[src/rtl/drum_step_sequencer.sv]
// rtl/drum_step_sequencer.sv - 16-step, 4-voice drum pattern sequencer with pushbutton edit and play/stop
module drum_step_sequencer #(
    parameter int STEP_TICKS = 6250000,
    parameter int STEPS      = 16
) (
    input  logic        clk,
    input  logic        rst,
    input  logic [3:0]  voice_sel,
    input  logic        play_key,
    input  logic        edit_key,
    input  logic [3:0]  cursor,
    output logic [3:0]  trig,
    output logic [3:0]  step,
    output logic        step_tick,
    output logic        running,
    output logic [15:0] pattern_view
);

    localparam int CW = $clog2(STEP_TICKS);
    localparam logic [CW-1:0] LAST_TICK = CW'(STEP_TICKS - 1);
    localparam logic [3:0]    LAST_STEP = 4'(STEPS - 1);

    typedef enum logic {
        STOP = 1'b0,
        RUN  = 1'b1
    } state_t;

    state_t          state;
    state_t          state_nx;
    logic [CW-1:0]   tick_cnt;
    logic [CW-1:0]   tick_nx;
    logic [3:0]      step_nx;
    logic [3:0]      trig_nx;
    logic            step_tick_nx;
    logic [3:0]      next_step;
    logic [3:0]      col_zero;
    logic [3:0]      col_next;

    logic            play_s1;
    logic            play_s2;
    logic            play_prev;
    logic            edit_s1;
    logic            edit_s2;
    logic            edit_prev;
    logic            play_rel;
    logic            edit_rel;

    // One 16-bit pattern per voice; pattern[v][s] is voice v at step s.
    logic [3:0][15:0] pattern;
    logic             edit_ok;
    logic [1:0]       edit_idx;

    // Two-flop synchronizers plus a previous-value register; idle level is 1 (released).
    always_ff @(posedge clk or negedge rst) begin
        if (!rst) begin
            play_s1   <= 1'b1;
            play_s2   <= 1'b1;
            play_prev <= 1'b1;
            edit_s1   <= 1'b1;
            edit_s2   <= 1'b1;
            edit_prev <= 1'b1;
        end else begin
            play_s1   <= play_key;
            play_s2   <= play_s1;
            play_prev <= play_s2;
            edit_s1   <= edit_key;
            edit_s2   <= edit_s1;
            edit_prev <= edit_s2;
        end
    end

    // Action happens on release (synchronized 0 -> 1), so holding a key is harmless.
    assign play_rel = play_s2 & ~play_prev;
    assign edit_rel = edit_s2 & ~edit_prev;

    // Lowest set bit of voice_sel picks the voice being edited.
    always_comb begin
        edit_idx = 2'd0;
        if (voice_sel[0])      edit_idx = 2'd0;
        else if (voice_sel[1]) edit_idx = 2'd1;
        else if (voice_sel[2]) edit_idx = 2'd2;
        else if (voice_sel[3]) edit_idx = 2'd3;
    end

    assign edit_ok      = |voice_sel;
    assign pattern_view = edit_ok ? pattern[edit_idx] : 16'h0000;

    // Edit toggles one pattern bit; trig logic below reads the pre-edit value on the same edge.
    always_ff @(posedge clk or negedge rst) begin
        if (!rst) begin
            pattern <= '0;
        end else if (edit_rel && edit_ok) begin
            pattern[edit_idx][cursor] <= ~pattern[edit_idx][cursor];
        end
    end

    assign next_step = (step == LAST_STEP) ? 4'd0 : step + 4'd1;

    // Trigger columns: all voices at step 0 (for start) and at the upcoming step.
    always_comb begin
        col_zero = 4'b0000;
        col_next = 4'b0000;
        for (int v = 0; v < 4; v++) begin
            col_zero[v] = pattern[v][0];
            col_next[v] = pattern[v][next_step];
        end
    end

    // Next-state and next-output logic; trig/step_tick default to 0 so they are single-cycle pulses.
    always_comb begin
        state_nx     = state;
        tick_nx      = tick_cnt;
        step_nx      = step;
        trig_nx      = 4'b0000;
        step_tick_nx = 1'b0;
        unique case (state)
            STOP: begin
                if (play_rel) begin
                    state_nx     = RUN;
                    tick_nx      = '0;
                    step_nx      = 4'd0;
                    step_tick_nx = 1'b1;
                    trig_nx      = col_zero;
                end
            end
            RUN: begin
                if (play_rel) begin
                    // Stopping wins over a step boundary on the same edge.
                    state_nx = STOP;
                    tick_nx  = '0;
                    step_nx  = 4'd0;
                end else if (tick_cnt == LAST_TICK) begin
                    tick_nx      = '0;
                    step_nx      = next_step;
                    step_tick_nx = 1'b1;
                    trig_nx      = col_next;
                end else begin
                    tick_nx = tick_cnt + CW'(1);
                end
            end
            default: state_nx = STOP;
        endcase
    end

    // State and registered outputs.
    always_ff @(posedge clk or negedge rst) begin
        if (!rst) begin
            state     <= STOP;
            tick_cnt  <= '0;
            step      <= 4'd0;
            trig      <= 4'b0000;
            step_tick <= 1'b0;
        end else begin
            state     <= state_nx;
            tick_cnt  <= tick_nx;
            step      <= step_nx;
            trig      <= trig_nx;
            step_tick <= step_tick_nx;
        end
    end

    assign running = (state == RUN);

endmodule

[config.mk]
export PLATFORM = sky130hd
export DESIGN_NAME = drum_step_sequencer
export DESIGN_NICKNAME = d
export VERILOG_FILES = /design/src/rtl/drum_step_sequencer.sv
export SDC_FILE = /design/constraint.sdc
export NUM_CORES = 1
export LEC_CHECK = 0
export ABC_AREA = 0
export BUFFER_PORTS_ARGS = -buffer_cell sky130_fd_sc_hd__buf_2
export CORE_ASPECT_RATIO = 1.25
export CORE_MARGIN = 4
export CORE_UTILIZATION = 50
export DETAILED_ROUTE_END_ITERATION = 10
export PLACE_DENSITY_LB_ADDON = 0.3
export REMOVE_ABC_BUFFERS = 1
export SYNTH_ARGS = -nofsm -noshare
export SYNTH_HDL_FRONTEND = slang
export SYNTH_SLANG_ARGS = --single-unit
[constraint.sdc]
create_clock -name clk -period 2.9 [get_ports clk]
set_clock_uncertainty 0.2 [all_clocks]
set_input_delay 0.435 -clock clk [delete_from_list [all_inputs] [get_ports clk]]
set_output_delay 0.435 -clock clk [all_outputs]
set_load 0.02 [all_outputs]
### Yosys cells after proc, flatten, opt, wreduce, memory -nomap -nowiden

Index checks and enable logic that the tools add are counted.
Widths: inputs -> output; s select.

* add/subtract/negate cells: 2
* bitwise logic cells: 6
* magnitude comparators: 5
* eq/ne operators: 4
* reduce and logical (&&, ||, !) cells: 5
* multiplexer cells: 41

Operators by type and width (count)
* $mux 23: 3
* $bwmux 64: 1
* $mux 16: 3
* $pmux 23 s2: 1
* $bmux 16 s2: 1
* $demux 16 s2: 1
* $mux 4: 7
* $add 23x1->23 const B: 1
* $eq 23x23->1 const B: 1
* $bmux 1 s4: 5
* $pmux 4 s2: 2
* $lt 4x5->1 const B: 2
* $mux 1: 10
* $mux 2: 4
* $add 4x1->4 const B: 1
* $demux 1 s4: 1
* $eq 4x4->1 const B: 1
* $ge 4x1->1 const B: 1
* $not 1->1: 4
* $pmux 1 s2: 2
* $reduce_or 4->1: 1
* $logic_and 1x1->1: 3
* $lt 2x3->1 const B: 1
* $ne 3x1->1 const B: 1
* 4 further kinds: 5

* bits of input ports: 12
* register bits after elaboration: 103
* logic and storage cells: 78

### Longest topological paths before layout

Gate-level depths: netlist (run 1).

* depth in word-level cells: 10
* gate-level depth with buffers: 9
* depth with buffers taken out: 7

### Worst setup path after synthesis (run 1)

OpenSTA, ideal clock, no wires.

* kind: register -> register
* start point: register step[1]
* end point: register trig[2]
* arrival time: 2271 ps
* data required time: 2569 ps
* library setup time: 131 ps
* period minus slack after synthesis: 2602 ps
* slack: 298 ps
* cell stages (with the launch flop): 8
* cell sequence: dfrtp_1 > ha_1 > clkbuf_1 > a31oi_1 > buf_2 > mux4_2 > a221oi_1 > o31ai_1

* cells in the longest elaborated chain, start to end: 7
* elaborated cells on any way between the ends: 8

RTL lines
* start, declared: line 13 `output logic [3:0] step,`
* start signal, assigned: line 156 `step <= step_nx;`
* $add 4x1->4 / $eq 4x4->1 (equally long branches): line 97 `assign next_step = (step == LAST_STEP) ? 4'd0 : step + 4'd1;`
* $mux 4 (*): line 97
* $bmux 1 s4 (*): line 105 `col_next[v] = pattern[v][next_step];`
* $mux 1 (not written as such) (*): line 105
* $mux 4 (*): line 132 `end else if (tick_cnt == LAST_TICK) begin`
* $mux 4 (*): line 127 `if (play_rel) begin`
* $pmux 4 s2 (*): line 116 `unique case (state)`
* named net trig_nx[2]: line 33 `logic [3:0] trig_nx;`
* end signal, assigned: line 157 `trig <= trig_nx;`
* end, declared: line 12 `output logic [3:0] trig,`

Mark *: on every way through the listed nets, which the timed path passes. The rest lies on a longest branch. The select of a mux whose other input is x is not followed.
A chain may end at the register's enable or synchronous reset.

### Worst setup path in the final report (run 1)

* start point: register step[1]
* end point: register trig[0]

The elaborated chain is that of the path after synthesis.

==> results by group, run 1 <==
Floorplanning
  • Die span in x: 107 um
  • Placement Rows: 44
  • Starting Density: 51.6%
  • Io pins: 38
  • Total core area: between 10000 and 15000 sq um
  • DIE AREA: between 10000 and 15000 sq um
  • Chip height: roughly 130 um

Routing
  • Via/cell ratio: 6.13
  • DR WL/cell: between 15 and 20 um
  • Final wirelength: 16300 um
  • Drc violations: 0
  • DR iter-0 viols: 490
  • Drt first pass iters: 5
  • Final ANT Viol Nets: 0
  • DR vias: 5200

Synth
  • Dominant synthesized flop cell: dfrtp_1
  • Asr flop ratio synth: 100%
  • #FFs+latches synth: 103
  • YS warnings: 0
  • Post-Synthesis Cells: 650
  • Area of the mapped netlist: 6080 sq um
  • Post-synth EDFFs: 0
  • Sequential area share after synthesis: 42.5%
  • Syn avg cell area: 9.36 sq um
  • Synth unique cells: 51

Place
  • Routability-driven placement congestion ratio: 0.968
  • Placed Cells: 826
  • Detail Placement HPWL: 11300 um
  • PortBufs: 37

Run
  • # Max-Cap Violations: 0

STA
  • Final Hold Fails: 0
  • Max Fclk: about 0.35 GHz
  • Period utilization: 99.0%
  • Slew @ Worst Pin: just over 600 ps
  • Unrepaired setup endpoints after global routing: no
  • Final slew viol count: 0
  • Final setup vio count: 0
  • Relative slew slack: 58.6%
  • Minimum clock period: about 2900 ps

Status
  • Status: completed

Critical path
  • WS Path Type: flop to flop
  • Setup crit end kind: flop
  • CP endpoint: trig[0]
  • R2R cell count: 5
  • Required time of the critical path: 2900 ps
  • CP Cell Sequence: ha_1 -> a31oi_4 -> mux4_2 -> a2111oi_1 -> o31ai_1
  • Startpoint Class: flop
  • Reg2reg end: trig[0]
  • Worst Setup SP: step[1]
  • CP max FO: 7
  • Worst R2R Start: step[1]
  • R2r setup slk: 30 ps
  • Crit path arrival time: approximately 2900 ps
  • Crit-path max cell delay: 640 ps
  • Crit-path slowest cell: a2111oi_1

Final layout
  • Antenna cell count: 0
  • Commonest cells after routing, fill and taps aside: 98 x nand2_1, 97 x dfrtp_1, 84 x nor2_1
  • Final std cells w/o fill: 848
  • # fillers: 1040
  • NumNets Final: about 700
  • Most common cell after layout, fill and taps aside: nand2_1
  • Fin util: 57.8%
  • Synth-to-layout area growth: 11.9%
  • Layout cells sized above 1: 23.9%

Clock network
  • Clock Latency Late Sink: 360 ps
  • Max H-tree Level: 3
  • Max Buffers Root-to-Sink: 2
  • CTS tree: yes
  • Clock-pin slew on the worst setup and hold paths: 70 ps
  • Clk sinks: 103
  • Root buf cell: clkbuf_16
  • CTS Buf Count: 9

Power and ir drop
  • VDD IR max: 0.000420 V
  • Power per standard cell area: 624 nW/um^2
  • P_leak: 2.97 nW

Min path
  • Worst Hold Depth: 0
  • HP Class: flop to flop

Global route
  • Gr ovfl total: 0
  • Vias in the first global route: around 5100
  • First-pass GRT wire length: ~26000 um
  • Initial antenna violation count: 0
  • All-Layer GR Usage: 23.8%
  • Largest net degree at the start of global routing: between 40 and 50
==> final cells by class <==
class,instances,area (sq um),area share (%)
Timing Repair Buffer,61,413,6.07
Clock inverter,7,81.3,1.20
Multi-Input combinational cell,483,3210,47.1
Tap cell,161,201,2.96
Clock buffer,9,225,3.31
Inverter,24,90.1,1.32
Sequential cell,103,2580,38.0
==> timing repair <==
action,4_1_cts,5_1_grt
hold endpoints to repair,31,0
resized for setup,2,1
pin swaps,0,1
buffers inserted,0,3
gates cloned,0,0
hold buffers,3,0
setup endpoints to repair,2,3
==> registers in the layout, indices dropped and copies added, names as in the netlist <==
signal	cells
trig	4
edit_prev	1
col_zero	4
pattern	60
step_tick	1
edit_s2	1
step	4
play_s1	1
running	1
play_s2	1
edit_s1	1
play_prev	1
tick_cnt	23
==> where the power goes <==
| group | internal, mW | switching, mW | total (mW) |
|---|---|---|---|
| Combinational | 0.470 | 0.804 | 1.27 |
| Clock | 0.680 | 0.576 | 1.26 |
| Sequential | 1.58 | 0.139 | 1.72 |
| Total | 2.73 | 1.52 | 4.25 |
==> worst min-delay path by stage <==
stage            start          end  slack [ps]
2_1_floorplan      rst  col_zero[0]         -60
3_3_place_gp   play_s1      play_s2         150
3_5_place_dp   play_s1      play_s2         150
4_1_cts        play_s1      play_s2         160
5_1_grt        play_s1      play_s2         160
6_report       edit_s2    edit_prev         160
==> synthesized netlist by cell type, types with 8 or more instances <==
cell type / count / share of area, %
nand3_1: 23 / 1.9
mux4_2: 8 / 3.0
buf_6: 8 / 1.5
a21o_1: 18 / 2.2
nand2_1: 98 / 6.0
nor2_1: 84 / 5.2
inv_1: 24 / 1.5
clkbuf_1: 22 / 1.4
o21ai_0: 17 / 1.4
and3_1: 8 / 0.82
mux2_2: 63 / 12
buf_2: 9 / 0.74
dfrtp_1: 97 / 40
a221oi_1: 17 / 2.4
a21oi_1: 34 / 2.8
nor4_1: 10 / 1.0
o22ai_1: 16 / 1.6
==> worst max-delay path, delay by kind of cell, from the launching register on <==
| family | cells | cell delay [ps] |
|---|---|---|
| compound gates | 3 | 1210 |
| fa+ha+maj | 1 | 320 |
| flops | 1 | 430 |
| mux | 1 | 560 |
==> metal layers <==
layer  part of all wire [%]  up-vias  track usage, %
met5                      0        -               0
met4                    4.0        0            10.6
met3                    6.3       60            4.61
met2                     48      241            37.5
met1                     41     2528            31.9
li1                       -     2371               -
==> kinds of logic after synthesis <==
group / after synthesis / share of synthesized area (%)
DFF: 103 / 42.5
and+or+nand+nor: 265 / 19.9
muxes: 84 / 17.3
adders and majority gates: 4 / 0.823
xor gates and xnor gates: 9 / 1.30
AOI/OAI and AO/OA: 121 / 13.0
buffers and inverters: 64 / 5.18
==> metrics by stage <==
stage / instance area [sq um] / setup WS, ps / TNS [ps] / power [mW] / hold WS [ps]
after global placement: 6430 / -47.7 / -79.9 / 2.92 / 146
final: 6800 / 27.6 / 0 / 4.25 / 156
after detailed placement: 6430 / -177 / -263 / 2.96 / 147
after CTS: 6780 / 21.9 / 0 / 4.23 / 158
after global routing: 6800 / 3.04 / 0 / 4.46 / 162
after floorplan: 5860 / -395 / -1090 / 2.48 / -60.6
No activity file was read; power rests on OpenSTA's default activity.
==> run 2: changes to the inputs <==
- REMOVE_ABC_BUFFERS: 1 -> unset
==> results by group, run 2 (synthesis results as in run 1) <==
Global route
  • Vias in the first global route: 5013 (-1.4%)
  • Largest net degree at the start of global routing: 46 (-2.1%)
  • All-Layer GR Usage: 24.8% (+0.94 points)
  • First-pass GRT wire length: 27100 um (+2.2%)
  • Gr ovfl total: 0 (unchanged)
  • Initial antenna violation count: 0 (unchanged)

Power and ir drop
  • P_leak: 3.01 nW (+1.4%)
  • VDD IR max: 0.000313 V (-25%)
  • Power per standard cell area: 629 nW/um^2 (+0.79%)

Critical path
  • Crit path arrival time: 2650 ps (-220 ps)
  • R2r setup slk: 280 ps (+250 ps)
  • WS Path Type: flop to flop
  • Delay-heaviest family, CP: compound AO/OA/AOI/OAI gates
  • CP Cell Sequence: ha_1 -> buf_4 -> xor2_1 -> buf_4 -> mux4_2 -> a221oi_1 -> o31ai_1
  • Required time of the critical path: 2930 ps (+30 ps)
  • Most common cell on crit path: buf_4
  • Crit-path max cell delay: 430 ps (-210 ps)
  • Worst R2R Start: step[1]
  • Setup crit end kind: flop
  • WP buf/inv: 2 (+2)
  • Startpoint Class: flop
  • Worst Setup SP: step[1]
  • Crit-path slowest cell: dfrtp_1
  • CP max FO: 8 (+1)

Routing
  • DR iter-0 viols: 358 (-27%)
  • DR vias: 5155 (-0.87%)
  • Via/cell ratio: 6.02 (-1.8%)
  • DR WL/cell: 20.0 um (+4.3%)
  • Drt first pass iters: 6 (+1)
  • Drc violations: 0 (unchanged)
  • Final ANT Viol Nets: 0 (unchanged)
  • Final wirelength: 17100 um (+5.3%)

Floorplanning
  • Starting Density: 51.6% (unchanged)
  • DIE AREA: 14000 sq um (unchanged)
  • Io pins: 38 (unchanged)
  • Die span in x: 107 um (unchanged)
  • Total core area: 11800 sq um (unchanged)
  • Placement Rows: 44 (unchanged)
  • Chip height: 131 um (unchanged)

Final layout
  • Commonest cells after routing, fill and taps aside: 98 x nand2_1, 97 x dfrtp_1, 84 x nor2_1
  • NumNets Final: 706 (+1.1%)
  • Layout cells sized above 1: 24.6% (+0.73 points)
  • Synth-to-layout area growth: 12.6%
  • Antenna cell count: 0 (unchanged)
  • # fillers: 1080 (+3.8%)
  • Most common cell after layout, fill and taps aside: nand2_1
  • Largest regs: pattern: 60 flops, tick_cnt: 23 flops
  • Max reg flops: 60 (unchanged)
  • Top reg by flops: pattern

Clock network
  • Clk sinks: 103 (unchanged)
  • Max Buffers Root-to-Sink: 2 (unchanged)
  • Clock Latency Late Sink: 360 ps (about the same)
  • Root buf cell: clkbuf_16
  • Max H-tree Level: 3 (unchanged)
  • CTS tree: yes
  • CTS Buf Count: 9 (unchanged)
  • Clock-pin slew on the worst setup and hold paths: 70 ps (about the same)

STA
  • Period utilization: 90.4% (-8.6 points)
  • Sum Neg Setup Slack: 0 ps (unchanged)
  • Final slew viol count: 0 (unchanged)
  • Minimum clock period: 2620 ps (-251 ps)
  • Unrepaired setup endpoints after global routing: no
  • Final setup vio count: 0 (unchanged)
  • Max Fclk: 0.381 GHz (+9.6%)
  • Slew @ Worst Pin: 643 ps (+24.1 ps)
  • Relative slew slack: 56.8% (-1.8 points)
  • Final Hold Fails: 0 (unchanged)
  • Worst setup margin: 278 ps (+251 ps)

Min path
  • HP Class: flop to flop
  • Worst Min Path Start: play_s1

Place
  • Pre-CTS setup slack: 34.8 ps (+212 ps)
  • Routability-driven placement congestion ratio: 0.977 (+0.89%)
  • Detail Placement HPWL: 12100 um (+7.2%)
  • PortBufs: 37 (unchanged)

Synth
  • Mapped Nets: between 600 and 700

Status
  • Status: completed

Run
  • # Max-Cap Violations: 0 (unchanged)
## run 2: cell count changes in the layout (fill, tap and decap cells not counted), sizes merged
cell and delta:
clkinv -4, clkbuf +2, buf +8, clkinvlp +1, bufinv +1
## run 2: worst register-to-register path, cell delays in order, from the launching register on
cell and delay (ps):
dfrtp_1 430, ha_1 240, buf_4 170, xor2_1 320
buf_4 250, mux4_2 310, a221oi_1 430, o31ai_1 150
## run 2: final timing paths
path | depth (start not counted) | to
max | 7 | trig[2]
min | 0 | play_s2
max reg2reg | 7 | trig[2]
min reg2reg | 0 | play_s2
max in group asynchronous | 3 | pattern[60]
min in group asynchronous | 2 | pattern[38]
## run 2: cell type report
class | instances | area (sq um) | share of cell area [%]
Timing Repair Buffer | 69 | 460 | 6.72
Tap cell | 161 | 201 | 2.94
Clock inverter | 5 | 81.3 | 1.19
Multi-Input combinational cell | 483 | 3190 | 46.5
Inverter | 24 | 90.1 | 1.32
Sequential cell | 103 | 2580 | 37.7
Clock buffer | 11 | 243 | 3.54
## run 2: per-layer routing
layer,wire length (um),GRT usage [%],up-vias
met5,0,0,-
met3,1220,3.48,55
met1,6920,31.4,2499
met2,8170,41.0,220
met4,804,12.7,0
li1,-,-,2381
## run 2: what timing repair did
| action | 4_1_cts | 5_1_grt |
|---|---|---|
| resized for setup | 0 | 0 |
| hold endpoints to repair | 44 | 0 |
| hold buffers | 3 | 0 |
| setup buffers | 0 | 0 |
## run 2: through the flow
step                cells  power (mW)  util [%]  hold WS, ps  area (sq um)
floorplan             650        2.56         -        -60.6          6080
global placement      837        2.97      55.1          146          6490
detailed placement    837        3.00      55.1          147          6490
CTS                   856        4.33      58.1          156          6850
global route          856        4.52      58.1          160          6850
finish                856        4.31      58.1          155          6850
## run 2: where the power goes
group / switching (mW) / internal (mW) / total (mW)
Sequential: 0.150 / 1.58 / 1.73
Clock: 0.532 / 0.782 / 1.31
Combinational: 0.801 / 0.465 / 1.27
Total: 1.48 / 2.83 / 4.31
